<file path="src/rtl/sccb_txn_seq.sv">
// sccb_txn_seq: transaction-level SCCB sequencer.
// Expands one register write or read request into the SCCB byte stream with
// start/stop framing. Reports ok / NACK / timeout.
//
// Request handshake: a request transfers on a rising i_clk edge where
// i_req_valid && o_req_ready. o_req_ready is high only in IDLE. Exactly one
// o_rsp_valid pulse follows every accepted request.
//
// Ports:
//   i_clk, i_rst                 clock, asynchronous active-high reset
//   i_req_valid / o_req_ready    request handshake
//   i_req_rw                     0 = write, 1 = read
//   i_dev_id                     device write address (bit0 ignored)
//   i_reg_addr, i_wr_data        register address / write data, MSB byte first
//   o_rsp_valid, o_rsp_err       response pulse and status (00 ok, 01 NACK, 10 timeout)
//   o_rd_data                    read data, updated only by a successful read
//   o_core_tx_*                  byte, start pulse and stop level toward the core
//   i_core_*                     ready, ack/nack, receive strobe and byte from the core
//   o_dbg_state                  current FSM state encoding
module sccb_txn_seq #(
   parameter int REG_ADDR_BYTES = 2,
   parameter int DATA_BYTES     = 1,
   parameter bit CHECK_NACK     = 1'b1,
   parameter int TIMEOUT_CYCLES = 65535
) (
   input  logic                      i_clk,
   input  logic                      i_rst,
   input  logic                      i_req_valid,
   output logic                      o_req_ready,
   input  logic                      i_req_rw,
   input  logic [7:0]                i_dev_id,
   input  logic [8*REG_ADDR_BYTES-1:0] i_reg_addr,
   input  logic [8*DATA_BYTES-1:0]   i_wr_data,
   output logic                      o_rsp_valid,
   output logic [1:0]                o_rsp_err,
   output logic [8*DATA_BYTES-1:0]   o_rd_data,
   output logic [7:0]                o_core_tx_data,
   output logic                      o_core_tx_start,
   output logic                      o_core_tx_stop,
   input  logic                      i_core_tx_ready,
   input  logic                      i_core_ack,
   input  logic                      i_core_nack,
   input  logic                      i_core_rx_ready,
   input  logic [7:0]                i_core_rx_data,
   output logic [3:0]                o_dbg_state
);

   localparam int AW    = 8*REG_ADDR_BYTES;
   localparam int DW    = 8*DATA_BYTES;
   localparam int N_WR  = 1 + REG_ADDR_BYTES + DATA_BYTES;
   localparam int N_RD1 = 1 + REG_ADDR_BYTES;
   localparam int FW    = 8*N_WR;
   localparam int IDX_W = $clog2(N_WR + 1);
   localparam int TO_W  = $clog2(TIMEOUT_CYCLES + 1);

   typedef enum logic [3:0] {
      IDLE, WAIT_BUS, START, SEND, STOP, RD_START, RD_RECV, RD_STOP, RESP
   } state_t;

   state_t             state_q, state_d;
   logic [6:0]         dev_hi_q;
   logic [AW-1:0]      reg_addr_q;
   logic [DW-1:0]      wr_data_q;
   logic               rw_q;
   logic [FW-1:0]      tx_sh_q;
   logic [IDX_W-1:0]   byte_idx_q;
   logic [1:0]         err_q, err_d;
   logic               rd_started_q;
   logic [TO_W-1:0]    to_cnt_q;
   logic [DW-1:0]      rd_sh_q;
   logic [DW-1:0]      rd_data_q;
   logic [IDX_W-1:0]   n_bytes;
   logic               counting;
   logic               to_exp;
   logic               unused_dev_lsb;

   assign unused_dev_lsb = i_dev_id[0];

   // Read phase 1 stops after the address; writes carry the data as well.
   assign n_bytes  = rw_q ? IDX_W'(N_RD1) : IDX_W'(N_WR);
   assign counting = state_q inside {WAIT_BUS, SEND, STOP, RD_START, RD_RECV, RD_STOP};
   // Fires on the last of TIMEOUT_CYCLES consecutive cycles without progress.
   assign to_exp   = (to_cnt_q == TO_W'(TIMEOUT_CYCLES - 1));

   always_comb begin
      state_d = state_q;
      err_d   = err_q;
      case (state_q)
         IDLE: if (i_req_valid) begin
            state_d = WAIT_BUS;
            err_d   = 2'b00;
         end
         WAIT_BUS: begin
            if (i_core_tx_ready) state_d = START;
            else if (to_exp) begin err_d = 2'b10; state_d = STOP; end
         end
         START: state_d = SEND;
         SEND: begin
            if (i_core_ack) begin
               if (CHECK_NACK && i_core_nack) begin
                  err_d   = 2'b01;
                  state_d = STOP;
               end else if (byte_idx_q + IDX_W'(1) == n_bytes) begin
                  state_d = STOP;
               end
            end else if (to_exp) begin
               err_d   = 2'b10;
               state_d = STOP;
            end
         end
         STOP: begin
            if (i_core_tx_ready) state_d = (rw_q && err_q == 2'b00) ? RD_START : RESP;
            else if (to_exp) begin err_d = 2'b10; state_d = RESP; end
         end
         RD_START: begin
            if (rd_started_q && i_core_ack) begin
               if (CHECK_NACK && i_core_nack) begin
                  err_d   = 2'b01;
                  state_d = STOP;
               end else begin
                  state_d = RD_RECV;
               end
            end else if (to_exp) begin
               err_d   = 2'b10;
               state_d = STOP;
            end
         end
         RD_RECV: begin
            if (i_core_rx_ready) begin
               if (byte_idx_q == IDX_W'(DATA_BYTES - 1)) state_d = RD_STOP;
            end else if (to_exp) begin
               err_d   = 2'b10;
               state_d = STOP;
            end
         end
         RD_STOP: begin
            if (i_core_tx_ready) state_d = RESP;
            else if (to_exp) begin err_d = 2'b10; state_d = RESP; end
         end
         RESP: state_d = IDLE;
         default: state_d = IDLE;
      endcase
   end

   always_ff @(posedge i_clk or posedge i_rst) begin
      if (i_rst) begin
         state_q      <= IDLE;
         dev_hi_q     <= '0;
         reg_addr_q   <= '0;
         wr_data_q    <= '0;
         rw_q         <= 1'b0;
         tx_sh_q      <= '0;
         byte_idx_q   <= '0;
         err_q        <= 2'b00;
         rd_started_q <= 1'b0;
         to_cnt_q     <= '0;
         rd_sh_q      <= '0;
         rd_data_q    <= '0;
      end else begin
         state_q <= state_d;
         err_q   <= err_d;

         if (state_d != state_q || i_core_ack || i_core_rx_ready || !counting)
            to_cnt_q <= '0;
         else
            to_cnt_q <= to_cnt_q + TO_W'(1);

         case (state_q)
            IDLE: if (i_req_valid) begin
               dev_hi_q     <= i_dev_id[7:1];
               reg_addr_q   <= i_reg_addr;
               wr_data_q    <= i_wr_data;
               rw_q         <= i_req_rw;
               rd_started_q <= 1'b0;
            end
            START: begin
               tx_sh_q    <= {dev_hi_q, 1'b0, reg_addr_q, wr_data_q};
               byte_idx_q <= '0;
            end
            SEND: if (i_core_ack) begin
               tx_sh_q    <= tx_sh_q << 8;
               byte_idx_q <= byte_idx_q + IDX_W'(1);
            end
            STOP: rd_started_q <= 1'b0;
            RD_START: begin
               // The start pulse is taken by the core on the same edge.
               if (!rd_started_q && i_core_tx_ready) rd_started_q <= 1'b1;
               if (rd_started_q && i_core_ack) byte_idx_q <= '0;
            end
            RD_RECV: if (i_core_rx_ready) begin
               rd_sh_q    <= DW'({rd_sh_q, i_core_rx_data});
               byte_idx_q <= byte_idx_q + IDX_W'(1);
            end
            default: ;
         endcase

         // Publish read data on entry to RESP so it is valid with o_rsp_valid.
         if (state_q == RD_STOP && state_d == RESP && err_d == 2'b00)
            rd_data_q <= rd_sh_q;
      end
   end

   always_comb begin
      o_core_tx_data = 8'h00;
      case (state_q)
         START:    o_core_tx_data = {dev_hi_q, 1'b0};
         SEND:     o_core_tx_data = tx_sh_q[FW-1 -: 8];
         RD_START: o_core_tx_data = {dev_hi_q, 1'b1};
         default:  o_core_tx_data = 8'h00;
      endcase
   end

   assign o_core_tx_start = (state_q == START) ||
                            (state_q == RD_START && !rd_started_q && i_core_tx_ready);
   assign o_core_tx_stop  = (state_q == STOP) || (state_q == RD_STOP);
   assign o_req_ready     = (state_q == IDLE);
   assign o_rsp_valid     = (state_q == RESP);
   assign o_rsp_err       = (state_q == RESP) ? err_q : 2'b00;
   assign o_rd_data       = rd_data_q;
   assign o_dbg_state     = state_q;

endmodule

</file>
<file path="config.mk">
export PLATFORM = sky130hd
export DESIGN_NAME = sccb_txn_seq
export DESIGN_NICKNAME = d
export VERILOG_FILES = /design/src/rtl/sccb_txn_seq.sv
export SDC_FILE = /design/constraint.sdc
export NUM_CORES = 1
export LEC_CHECK = 0
export ABC_CLOCK_PERIOD_IN_PS = 4500
export CAP_MARGIN = 20
export CORE_MARGIN = 8
export CORE_UTILIZATION = 55
export DETAILED_ROUTE_END_ITERATION = 12
export PLACE_DENSITY_LB_ADDON = 0.05
export SLEW_MARGIN = 20
export SYNTH_ARGS = -nofsm -noshare
export SYNTH_HDL_FRONTEND = slang
export SYNTH_SLANG_ARGS = --single-unit
</file>
<file path="constraint.sdc">
create_clock -name i_clk -period 4.5 [get_ports i_clk]
set_clock_uncertainty 0.15 [all_clocks]
set_input_delay 0.9 -clock i_clk [delete_from_list [all_inputs] [get_ports i_clk]]
set_output_delay 0.9 -clock i_clk [all_outputs]
set_load 0.02 [all_outputs]
</file>
# == Word level (Yosys, flattened, before mapping) ==
# Index checks and enable logic that the tools add are counted.
# totals
input_bits,48
out_inout_bits,26
register_bits,106
elab_cells,95
# op_classes
n_mux,36
n_reduce_logical,28
addsub,2
n_eq_ne,17
# op_table
operator,n
$pmux W32 S2,1
$mux W4,13
$mux W32,1
$pmux W4 S8,1
$pmux W8 S3,1
$mux W2,9
$add A16 B1 Y16 const B,1
$eq A16 B16 Y1 const B,1
$eq A4 B3 Y1 const B,4
$mux W16,1
$mux W3,4
$pmux W3 S4,1
$pmux W2 S5,1
$eq A4 B2 Y1 const B,2
$eq A4 B4 Y1 const B,2
$logic_and A1 B1 Y1,7
$ne A2 B2 Y1 const B,3
$reduce_and A2 Y1,3
$reduce_bool A6 Y1,1
$logic_or A1 B1 Y1,5
$eq A4 B1 Y1 const B,1
$logic_not A2 Y1,2
$logic_not A4 Y1,1
$ne A2 B1 Y1 const B,2
13 further kinds,15

# == Logic depth before layout (Yosys ltp) ==
# depth
depth_word,11
depth_mapped,9

# == Worst setup path after synthesis ==
# No wires, ideal clock.
# synth_path
kind,reg-to-output
start,register state_q[0] (netlist: o_dbg_state[0])
end,output o_rsp_err[0]
t_required_ns,3.450
path_slack_ns,1.611
t_arrival_ns,1.839
stages_incl_launch_ff,5
n_path_buf,1
path_cell_list,dfrtp_1 -> buf_6 -> or2_2 -> nor3_1 -> and2_1
# synth_between
elab_chain_len,2
# synth_lines
element,line,source
start: declaration,60,"state_t state_q, state_d;"
start signal: assignment,160,state_q <= state_d;
$eq A4 B4 Y1,--,
via o_rsp_valid,34,"output logic o_rsp_valid,"
$mux W2,218,assign o_rsp_err = (state_q == RESP) ? err_q : 2'b00;
end: declaration,35,"output logic [1:0] o_rsp_err,"
# The timed path passes the listed nets, and every way through them passes these cells.

# == Worst setup path in the final report ==
# layout_path
start,register state_q[2] (netlist: o_dbg_state[2])
end,output o_core_tx_data[4]
# layout_between
elab_chain_len,2
word_cells_on_any_way,4
# layout_lines
element,line,source
$eq A4 B3 Y1 / $eq A4 B2 Y1 (equally long branches),205,case (state_q)
$pmux W8 S3 (*),205,
end: declaration,37,"output logic [7:0] o_core_tx_data,"
# Mark *: on every way between the ends. The rest lies on a longest branch, timed or not.

==> impl_metrics.ini <==
[detailed_routing]
drtPass1Iterations = 4
drtIter0Drc = 162
detail-route-antenna-nets = 0
post_drt_wl_per_cell_microns = 17.4
routed_wl_mm = 11.1
num_vias = 3648
drc = 0
vias_per_cell = 5.73

[synthesis]
yosysMostFrequentCell = dfrtp_1
synth_top_cell_area_share = 0.515
synth_top_family_by_area = multiplexers
synthCells = 457
synth_fa_ha_area_frac = 0.00971
syn_avg_cell_area_sq_um = 11.3
seq_area_frac_synth = 0.515
synth-simple-area-share = 0.146
async_reset_ff_frac = 1.00
synth_xor_area_frac = 0.0289
netlist_area_sq_um = 5150
ys_warn_count = 0
yosysUniqueCellTypes = 59
synth-compound-area-share = 0.110
ys_ff_latch = 106
synthFlopType = dfrtp_1
synth_edf_count = 0
post-synth-top-area-cell = dfrtp_1
yosys-top-cells-count = dfrtp_1, nand2_1, mux2_2, nor2_1
yosys-top-cells-area = dfrtp_1, mux2_2, mux2i_1
syn_nets = 509
synth_mux_area_frac = 0.153

[worst_setup_path]
regToRegSetupSlack_ps = 1330
critPathArrivalTime_ps = 2880
worstSetupEndpoint = o_core_tx_data[4]
reg2reg_depth = 7
critPathKind = flip-flop to output port
critPathMaxFanout = 13
critPathLaunch = o_dbg_state[2]
reg2reg_to = to_cnt_q[10]
max_stage_delay_ps = 610
end_kind = output port
reg2reg_from = o_dbg_state[3]
worstPathCellList = buf_4 > or4b_4 > nand2_1 > a22o_1 > clkdlybuf4s50_1
cp.required_ps = 3450
cp-start-kind = flip-flop
crit_path_top_delay_cell = clkdlybuf4s50_1

[min_path]
hold_start = tx_sh_q[16]
hp-class = flip-flop to flip-flop
min_path_cells = 2

[sta]
hold_viol_final = 0
setup_violations = 0
final.setup.tns_ps = 0
max_freq_mhz = 255
slew_headroom = 0.419
rsz0062_at_grt = false
final.min_clock_period_ps = 3930
worst_pin_slew_ps = 866
post-route-period-util = 0.873
slew_violations = 0

[global_route]
grt_usage = 0.179
antenna_found_initial = 0
grt_pass1_vias = 3844
overflow = 0
grt_pass1_wl_mm = 18.6
grt_max_degree = 61

[pwr]
p_switching_mw = 1.43
switching_share = 0.382
power_density_nw_per_um2 = 610
p_leak_nw = 2.64
combPwrFrac = 0.442
pwr-share-seq = 0.414
intPower_mw = 2.31
fin_total_pwr_mw = 3.74
p_clk_frac = 0.144
vdd_drop_max_mv = 0.290

[clocking]
tritoncts = done
clockBufferDepth = 2
holdBufCountCts = 0
post_cts_buffers = 0
clkSlewWorstSetupHoldPaths_ps = 100
cts.sinks = 106
cts_resized = 0
clock-root-buffer = clkbuf_8
htree_levels = 3
cts_buffers = 9
clk_latency_ps = 370

[die]
num_rows = 35
dieArea_sq_um = 12700
die_w_microns = 113
chipHeight_microns = 113
io_pins = 74
start_util = 0.563
core_sq_um = 9150

[run_status]
outcome = completed

[final_layout]
nets = 574
diodes = 0
drive_gt1_frac = 0.160
final_area_sq_um = 6130
fillers = 705
area_growth_pct = 19.0
final-seq-area_sq_um = 2650
multiInputGateArea_sq_um = 2320
fin_util = 0.670

[placement]
place_area_sq_um = 5960
port-buffer-count = 72
gp_congestion = 0.846
place_hpwl_mm = 7.93

[flow_run]
cap_violations = 0
[registers in the layout, summed over array words and instances, names as in the netlist]
register / flops
rw_q: 1
byte_idx_q: 3
reg_addr_q: 16
o_dbg_state: 4
o_rd_data: 8
tx_sh_q: 32
dev_hi_q: 7
to_cnt_q: 16
rd_sh_q: 8
wr_data_q: 8
rd_started_q: 1
err_q: 2
[routing by layer]
metal / global-route usage / vias to the layer above / part of all wire
met5: 0 / - / 0
li1: - / 1754 / -
met3: 0.0479 / 11 / 0.044
met1: 0.221 / 1812 / 0.45
met4: 0.0531 / 0 / 0.010
met2: 0.300 / 71 / 0.50
[metrics by stage]
| step | hold slack [ps] | setup slack, ps | std cells |
|---|---|---|---|
| detailed placement | 320 | 749 | 622 |
| global route | 366 | 494 | 637 |
| global placement | 312 | 752 | 622 |
| floorplan | 300 | 661 | 457 |
| CTS | 344 | 581 | 637 |
| finish | 338 | 574 | 637 |
[critical path, delay by kind of cell, from the launching register on]
| kind | cells | cell delay (ps) |
|---|---|---|
| buffers and inverters | 2 | 870 |
| and+or+nand+nor | 2 | 850 |
| DFF | 1 | 560 |
| AOI/OAI and AO/OA | 1 | 220 |
[cells by family (layout without fill, tap and decap cells)]
family	Yosys count	in the layout
AND/OR/NAND/NOR	138	138
flip-flops	106	106
AO/OA/AOI/OAI	80	80
multiplexers	73	73
buffers and inverters	39	108
XOR/XNOR	17	17
adder cells (fa/ha/maj)	4	4
[how the worst min path moves through the flow]
stage                        to  slack [ps]
global route        tx_sh_q[16]         370
CTS                 tx_sh_q[16]         340
floorplan           tx_sh_q[10]         300
finish              tx_sh_q[16]         340
global placement    tx_sh_q[23]         310
detailed placement  tx_sh_q[16]         320
[layout by cell type (no fill, tap or decap), drive strengths merged, types with 9 or more instances in the layout]
| cell | Yosys | layout |
|---|---|---|
| o21ai | 25 | 25 |
| nand2 | 52 | 52 |
| a22o | 15 | 15 |
| a21oi | 13 | 13 |
| xor2 | 13 | 13 |
| mux2i | 25 | 25 |
| clkbuf | 12 | 9 |
| dfrtp | 106 | 106 |
| mux2 | 48 | 48 |
| nor2 | 28 | 28 |
| clkdlybuf4s50 | 0 | 72 |
| inv | 13 | 16 |
[cell type report]
type / instances / area share
sequential: 106 / 0.433
multi-input combinational: 312 / 0.379
timing repair buffer: 80 / 0.129
tap: 111 / 0.0226
clock buffer: 9 / 0.0202
inverter: 13 / 0.00837
clock inverter: 6 / 0.00775
[power groups by stage]
stage,registers (mW),clock network [mW],logic [mW]
2_1_floorplan,1.52,0,1.21
3_3_place_gp,1.55,0,1.61
3_5_place_dp,1.57,0,1.66
4_1_cts,1.55,0.563,1.66
5_1_grt,1.59,0.592,1.80
6_report,1.55,0.539,1.65
Note: power is estimated with default switching activity, not from simulation.
==> RTL edit, RTL diff (config.mk and constraints unchanged) <==
Make the reset (`i_rst`) synchronous in one clocked block. Comments in the files are not updated.
--- a/src/rtl/sccb_txn_seq.sv
+++ b/src/rtl/sccb_txn_seq.sv
@@ -142,7 +142,7 @@
       endcase
    end
 
-   always_ff @(posedge i_clk or posedge i_rst) begin
+   always_ff @(posedge i_clk) begin
       if (i_rst) begin
          state_q      <= IDLE;
          dev_hi_q     <= '0;
Function: differs if i_rst is asserted again (counterexample within 4 cycles, from zero or initial values and one cycle with i_rst high); with i_rst held inactive, the same outputs for 10 cycles.
==> RTL edit against the unedited design <==
Design area shrank 5.0%. Worst setup slack better by 0.028 ns. Sequential cell count unchanged. Final cell count rose by 16%. Hold slack lost 0.028 ns. Routed wire length up 7.5%. Area after synthesis fell by 5.0%. First-iteration DRC count grew 83%.
Power is not compared: it rests on default switching activity, and its combinational part moved more than twofold at a synthesized area within 25%.
==> RTL edit: results (changes against the unedited design) <==
synth:
  synth_area_leaders: "dfxtp_1, mux2i_1, nand2_1"  # was dfrtp_1, mux2_2, mux2i_1
  synthAdderAreaFrac_pct: 1.021  # was 0.9709%
  synth-xor-area-share_pct: 2.860  # was 2.888%
  synthArstFlopShare_pct: 0  # was 100.0%
  avgSynthCellArea_um2: 8.521  # was 11.28 um2
  synth_compound_area_share_pct: 17.01  # was 11.04%
  synth_mux_area_share_pct: 8.401  # was 15.34%
  ys_top_cells_by_count: "dfxtp_1, nand2_1, nor2_1"  # was dfrtp_1, nand2_1, mux2_2
  synth_top_family_by_area: "simple AND/OR/NAND/NOR gates"  # was multiplexers
routing:
  totalWireLength_mm: 11.91  # was 11.07 mm
  met2_length_mm: 5.538  # was 5.503 mm
  first_pass_iters: 6  # was 4
  routedWlPerCell_um: 16.14  # was 17.38 um
  met1_length_mm: 5.466  # was 4.972 mm
  vias: 4237  # was 3648
global_routing:
  grt_pass1_vias: 4147  # was 3844
  grt_max_degree: 91  # was 61
  use_met3_pct: 5.349  # was 4.792%
  track_usage_pct: 20.42  # was 17.88%
  met2_usage_pct: 32.21  # was 30.05%
placement:
  dpl-instance-area_mm2: 0.005642  # was 0.005961 mm2
  place.gp.congestion: 0.9325  # was 0.8463
layout:
  n_fill_cell: 745  # was 705
  layout.nonclk_buf_share_pct: 13.57  # was 12.94%
  multi_input_area_mm2: 0.002560  # was 0.002325 mm2
  buffers: 82  # was 80
  drive_gt1_share_pct: 7.778  # was 15.97%
  clk_share_pct: 3.178  # was 2.795%
  fin_util_pct: 67.14  # was 67.00%
  multi_input_cells: 417  # was 312
setup_path:
  cp_data_arrival_time_ns: 2.85  # was 2.88 ns
run_status:
  status: "finished clean"  # unchanged
==> RTL edit: cell count changes after synthesis, moves of 7 or more <==
cell,delta
mux2i_1,+15
nor3_2,+10
o21ai_0,-18
nor2_1,+47
nand2_1,+28
dfrtp_1,-106
dfxtp_1,+106
mux2_2,-45
a22oi_1,+10
a21oi_1,+37
a22o_1,-7
clkbuf_1,+13
a211oi_1,+23
==> RTL edit: worst paths after layout <==
path,from,to,slack (ns),cells after the start
min reg2reg,reg_addr_q[4],reg_addr_q[4],0.31,2
max reg2reg,o_dbg_state[1],to_cnt_q[8],1.64,7
min,reg_addr_q[4],reg_addr_q[4],0.31,2
max,o_dbg_state[0],o_core_tx_data[2],0.60,7
==> RTL edit: critical path, stage by stage, from the launching register on <==
cell and delay (ns):
dfxtp_1 0.44, buf_4 0.23, nor2_1 0.24, nand2_1 0.17, o21a_1 0.13, nor2_1 0.44, a22o_1 0.22, clkdlybuf4s50_1 0.60
